==> src/rtl/ysyx_24100005_pkg.sv <==
`default_nettype none
// ============================================================================
//  Module      : ysyx_24100005_pkg
//  Description : Shared types and constants for the ysyx_24100005 core and
//                its instruction fetch unit.
//  Revision    : 1.0 - initial release
// ============================================================================
package ysyx_24100005_pkg;

    // Fetch unit control states
    typedef enum logic [1:0] {
        S_REQ  = 2'd0,
        S_WAIT = 2'd1,
        S_HOLD = 2'd2
    } ifu_state_t;

    // addi x0, x0, 0 -- presented to the core in place of a faulted fetch
    localparam logic [31:0] NOP_INST = 32'h0000_0013;

    // First fetch address after reset; the core's PC register uses the same value
    localparam logic [31:0] RESET_PC = 32'h8000_0000;

endpackage : ysyx_24100005_pkg
`default_nettype wire

==> src/rtl/ysyx_24100005_ifu.sv <==
`default_nettype none
// ============================================================================
//  Module      : ysyx_24100005_ifu
//  Description : Instruction fetch unit. Holds the fetch PC, issues one word
//                read per instruction on a valid/ready bus, and presents the
//                word and its PC to the core. The next fetch address always
//                comes from the core's dnpc at handshake time.
//  Revision    : 1.0 - initial release
// ============================================================================
module ysyx_24100005_ifu
    import ysyx_24100005_pkg::*;
#(
    parameter logic [31:0] RESET_PC = ysyx_24100005_pkg::RESET_PC,
    parameter logic [31:0] NOP      = ysyx_24100005_pkg::NOP_INST
) (
    input  logic        clk,
    input  logic        rst,
    // instruction memory request/response
    output logic        mem_req_valid,
    input  logic        mem_req_ready,
    output logic [31:0] mem_req_addr,
    input  logic        mem_rsp_valid,
    input  logic [31:0] mem_rsp_data,
    input  logic        mem_rsp_err,
    // core side
    output logic        inst_valid,
    input  logic        inst_ready,
    output logic [31:0] inst,
    output logic [31:0] inst_pc,
    output logic        inst_fault,
    input  logic [31:0] dnpc
);

    ifu_state_t  state_q,      state_d;
    logic [31:0] fetch_pc_q,   fetch_pc_d;
    logic [31:0] inst_q,       inst_d;
    logic [31:0] inst_pc_q,    inst_pc_d;
    logic        inst_fault_q, inst_fault_d;
    logic        misaligned;

    // A PC that is not word aligned is never put on the bus
    assign misaligned = (fetch_pc_q[1:0] != 2'b00);

    // Next-state and output-register decode for the fetch FSM
    always_comb begin
        state_d      = state_q;
        fetch_pc_d   = fetch_pc_q;
        inst_d       = inst_q;
        inst_pc_d    = inst_pc_q;
        inst_fault_d = inst_fault_q;
        case (state_q)
            S_REQ: begin
                if (misaligned) begin
                    // Fault locally: skip the bus and hand the core a NOP
                    state_d      = S_HOLD;
                    inst_d       = NOP;
                    inst_pc_d    = fetch_pc_q;
                    inst_fault_d = 1'b1;
                end else if (mem_req_ready) begin
                    state_d = S_WAIT;
                end
            end
            S_WAIT: begin
                if (mem_rsp_valid) begin
                    state_d      = S_HOLD;
                    inst_d       = mem_rsp_err ? NOP : mem_rsp_data;
                    inst_pc_d    = fetch_pc_q;
                    inst_fault_d = mem_rsp_err;
                end
            end
            S_HOLD: begin
                if (inst_ready) begin
                    state_d    = S_REQ;
                    fetch_pc_d = dnpc;
                end
            end
            default: begin
                state_d = S_REQ;
            end
        endcase
    end

    // State and output registers, cleared asynchronously so an in-flight fetch is dropped
    always_ff @(posedge clk or posedge rst) begin
        if (rst) begin
            state_q      <= S_REQ;
            fetch_pc_q   <= RESET_PC;
            inst_q       <= 32'h0;
            inst_pc_q    <= 32'h0;
            inst_fault_q <= 1'b0;
        end else begin
            state_q      <= state_d;
            fetch_pc_q   <= fetch_pc_d;
            inst_q       <= inst_d;
            inst_pc_q    <= inst_pc_d;
            inst_fault_q <= inst_fault_d;
        end
    end

    // Output decode; the request is masked while reset is held
    always_comb begin
        mem_req_valid = (state_q == S_REQ) && !misaligned && !rst;
        mem_req_addr  = fetch_pc_q;
        inst_valid    = (state_q == S_HOLD);
        inst          = inst_q;
        inst_pc       = inst_pc_q;
        inst_fault    = inst_fault_q;
    end

endmodule : ysyx_24100005_ifu
`default_nettype wire

==> config.mk <==
export PLATFORM = sky130hd
export DESIGN_NAME = ysyx_24100005_ifu
export DESIGN_NICKNAME = d
export VERILOG_FILES = /design/src/rtl/ysyx_24100005_pkg.sv /design/src/rtl/ysyx_24100005_ifu.sv
export SDC_FILE = /design/constraint.sdc
export NUM_CORES = 1
export LEC_CHECK = 0
export BUFFER_PORTS_ARGS = -buffer_cell sky130_fd_sc_hd__buf_2
export CAP_MARGIN = 20
export CORE_UTILIZATION = 48
export DETAILED_ROUTE_END_ITERATION = 8
export PLACE_DENSITY = 0.8
export REMOVE_ABC_BUFFERS = 1
export SYNTH_ARGS = -nofsm -noshare
export SYNTH_HDL_FRONTEND = slang
export SYNTH_SLANG_ARGS = --single-unit
export TNS_END_PERCENT = 5
==> constraint.sdc <==
create_clock -name clk -period 3.3 [get_ports clk]
set_input_delay 0.33 -clock clk [delete_from_list [all_inputs] [get_ports clk]]
set_output_delay 0.33 -clock clk [all_outputs]
set_load 0.02 [all_outputs]
======== Word level (Yosys, flattened, before mapping) ========
Cells that the tools add are included.
word-level totals
  logic and storage cells ................. 36
  bits of input ports ..................... 70
  flip-flop bits (word level) ............. 99
  output and inout bits ................... 99
cells by class
  reductions and logical operators ........ 10
  equal/unequal tests ..................... 6
  multiplexer cells ....................... 15
operators by type and width
  cell                count
  $mux 32             5
  $pmux 32 s2         2
  $mux 2              4
  $pmux 2 s3          1
  $reduce_and 3->1    2
  $ne 2x2->1 const B  2
  $reduce_bool 2->1   2
  $ne 3x3->1 const B  1
  $eq 2x1->1 const B  1
  $eq 2x2->1 const B  1
  $logic_and 1x1->1   2
  $logic_not 1->1     2
  $logic_not 2->1     1
  $mux 1              2
  $ne 2x1->1 const B  1
  $pmux 1 s2          1
  $reduce_and 2->1    1

======== Logic depth before layout (Yosys ltp) ========
  depth in word-level cells ............... 4
  depth in mapped cells ................... 5
  gate-level depth less buffers ........... 3

======== Worst setup path after synthesis ========
Ideal clock, no wire load.
  kind .................................... register -> output
  from .................................... register fetch_pc_q[0] (netlist: mem_req_addr[0])
  to ...................................... output mem_req_valid
  data required time ...................... 2970 ps
  buffers on the path ..................... 0
  cell stages (with the launch flop) ...... 3
  arrival time ............................ 1279 ps
  path slack .............................. 1691 ps
  cell sequence ........................... dfrtp_1 -> nor3_2 -> nor3b_1
on the way
  cells in the longest elaborated chain, start to end .. 4
ends and longest elaborated chain
  item                             line                      source
  start, declared                  ysyx_24100005_ifu.sv:35   logic [31:0] fetch_pc_q, fetch_pc_d;
  start signal, assigned           ysyx_24100005_ifu.sv:93   fetch_pc_q <= fetch_pc_d;
  $reduce_bool 2->1                ysyx_24100005_ifu.sv:42   assign misaligned = (fetch_pc_q[1:0] != 2'b00);
  $logic_not 1->1                  ysyx_24100005_ifu.sv:102  mem_req_valid = (state_q == S_REQ) && !misaligned && !rst;
  $logic_and 1x1->1 (2 in series)  ysyx_24100005_ifu.sv:102
  end, declared                    ysyx_24100005_ifu.sv:19   output logic mem_req_valid,
No other way between the ends.

======== Worst setup path after layout ========
Same ends and word-level chain as after synthesis.

==> results.toml <==
[grt]
grt_util_met2 = 0.327
gr-max-usage-layer = "met2"
grt_start_max_net_pins = 67
grt_first_pass_wirelength_mm = 13.0
grt_use_met1 = 0.241
grt-ovfl-total = 0
first_global_vias = 2733
antenna_found_initial = 0
met3_usage = 0.0431
grt_usage = 0.193

[clock_network]
post_cts_resize_count = 0
max-clock-path-buffers = 2
numClockSinks = 99
cts_buffers = 9
cts.clk_slew.worst_paths_ns = 0.10
ctsHtreeMaxLevel = 3
tritoncts_clock_tree = "built"
post_cts.repair.setup_buffers = 0
cts_hold_buffers = 0
clock_latency_ns = 0.35
cts.root.buffer_cell = "clkbuf_8"

[timing]
fmax_mhz = 540
min_period_over_period = 0.561
rsz0062_at_grt = "false"
setup-violations-final = 0
finalMaxSlewViolations = 0
relSlewSlack = 0.383
timing.final.crit_period_ns = 1.85
finalHoldViolations = 0
tightestPinTransition_ns = 0.924
fin_worst_skew_ns = 0.0119

[yosys]
syn_area_um2 = 3990
post-synth-top-area-fraction = 0.614
synth-edff-count = 0
ys_ff_latch = 99
syn-mean-instance-area_um2 = 14.1
post_synth_num_cell_types = 22
main_synth_ff_type = "dfrtp_1"
synth_most_common_cell = "dfrtp_1"
synth_top_cells_by_count = "98 x dfrtp_1, 32 x inv_1, 30 x mux2_1, 30 x mux2i_1, 29 x nand2_1"
async_flop_share = 1.00
synthCells = 283
synth.yosys.warnings = 0
synth_area_leader_cell = "dfrtp_1"
synth.area.top_cells = "dfrtp_1 61%, mux2_1 8.5%, mux2_2 7.9%, mux2i_1 7.5%, mux2_4 3.4%"
synth_seq_area_share = 0.621

[cells_and_area]
final_cells = 561
area.sequential_um2 = 2480
layout.core_utilization = 0.649
finish.net_count = 524
post_route_cells_drive_above_1_share = 0.503
layout.filler_cells = 614
multi_input_comb_area_um2 = 1310
insertedDiodeCount = 0
layout-area-overhead-vs-synth_pct = 28.1

[worst_setup_path]
crit_path_start = "mem_req_addr[0]"
critical_path.startpoint_type = "flop"
required_ns = 2.97
crit_arrival_ns = 1.52
setup.reg_to_reg.worst_slack_ns = 1.46
regToRegStartpoint = "state_q[1]"
timing.critical_path.to = "mem_req_valid"
critical_path.max_fanout = 4
reg2regPathDepth = 3
setup.worst_path.end_class = "primary output"
critical_path_start_end_classification = "reg2out"
r2r_end = "mem_req_addr[13]"

[job]
max_cap_viol_count = 0

[routing]
wirelength_mm = 8.17
drt.antenna.violating_nets = 0
dr_total_vias = 2710
drt-pass1-iter-count = 4
routedWlPerCell_um = 14.6
vias_per_cell = 4.83
drtIter0Drc = 92
post-route-drc-count = 0

[place]
count_of_input_and_output_buffers = 168
detailedPlacementHpwl_mm = 5.76
place.gp.congestion = 0.718
placed_cells = 545

[floorplan]
die_h_um = 93.2
die_w_um = 93.2
initial_core_util = 0.506
floorplan.io_pins = 169
std_cell_rows = 32
dieArea_um2 = 8690
core_um2 = 7890

[power]
leakagePower_nw = 2.57
highest_ir_drop_seen_on_vdd_mv = 0.559
power_per_cell_area_nw_per_um2 = 992
design_power_total_mw = 5.08

[hold_path]
min_path_type = "in2async"

[outcome]
status = "finished, final reports clean"
final cells by class:
cell class | instances | area share
sequential | 99 | 0.484
multi-input combinational | 139 | 0.255
timing repair buffer | 173 | 0.174
clock buffer | 10 | 0.0249
tap | 102 | 0.0249
inverter | 32 | 0.0240
clock inverter | 6 | 0.0127
worst max-delay path: stages (launching register included):
cell     delay (ns)
dfrtp_1        0.44
nor3_2         0.33
nor3b_1        0.22
buf_2          0.19
worst min-delay path by stage:
stage                  from               to  slack (ns)  cells past startpoint
finish                  rst         inst[31]        0.05                      2
detailed placement      rst      inst_pc[20]        0.45                      2
floorplan           dnpc[0]  mem_req_addr[0]        0.46                      1
CTS                     rst         inst[16]        0.05                      2
global route            rst         inst[31]        0.09                      2
global placement        rst       inst_pc[5]        0.44                      2
registers in the layout (all words and copies together) (netlist names):
| name | cells |
|---|---|
| inst_fault | 1 |
| state_q | 2 |
| mem_req_addr | 32 |
| inst_pc | 32 |
| inst | 32 |
kinds of logic after synthesis:
kind of cell / share of synthesized area
compound gates: 0.00313
buf+inv: 0.0558
flops: 0.621
mux: 0.273
simple gates: 0.0479
metrics by stage:
| stage | setup TNS, ns | setup WS [ns] | hold WS (ns) | instance area, um^2 |
|---|---|---|---|---|
| 3_5_place_dp | 0 | 1.44 | 0.451 | 4920 |
| 2_1_floorplan | -70.39 | -1.14 | 0.462 | 3890 |
| 3_3_place_gp | 0 | 1.48 | 0.441 | 4920 |
| 5_1_grt | 0 | 1.30 | 0.0871 | 5120 |
| 6_report | 0 | 1.45 | 0.0456 | 5120 |
| 4_1_cts | 0 | 1.42 | 0.0545 | 5120 |
layer usage:
| metal | wire, um | share of wire |
|---|---|---|
| met1 | 3360 | 0.41 |
| met2 | 4190 | 0.51 |
| met3 | 427 | 0.052 |
| met4 | 185 | 0.023 |
| met5 | 0 | 0 |
where the power goes:
| part | switching, mW | total [mW] | internal (mW) |
|---|---|---|---|
| Sequential | 0.288 | 1.97 | 1.68 |
| Combinational | 1.30 | 2.35 | 1.05 |
| Clock | 0.408 | 0.761 | 0.353 |
| Total | 1.99 | 5.08 | 3.09 |
cell usage in the layout, fill, tap and decap left out, drive strengths merged, types with 2 or more instances in the layout:
cell	n
dfrtp	98
mux2	67
inv	33
nand2	30
mux2i	30
clkbuf	10
nand2b	3
clkinv	3
nor3	2
nor3b	2
buf	173
(Power assumes the default switching activity.)
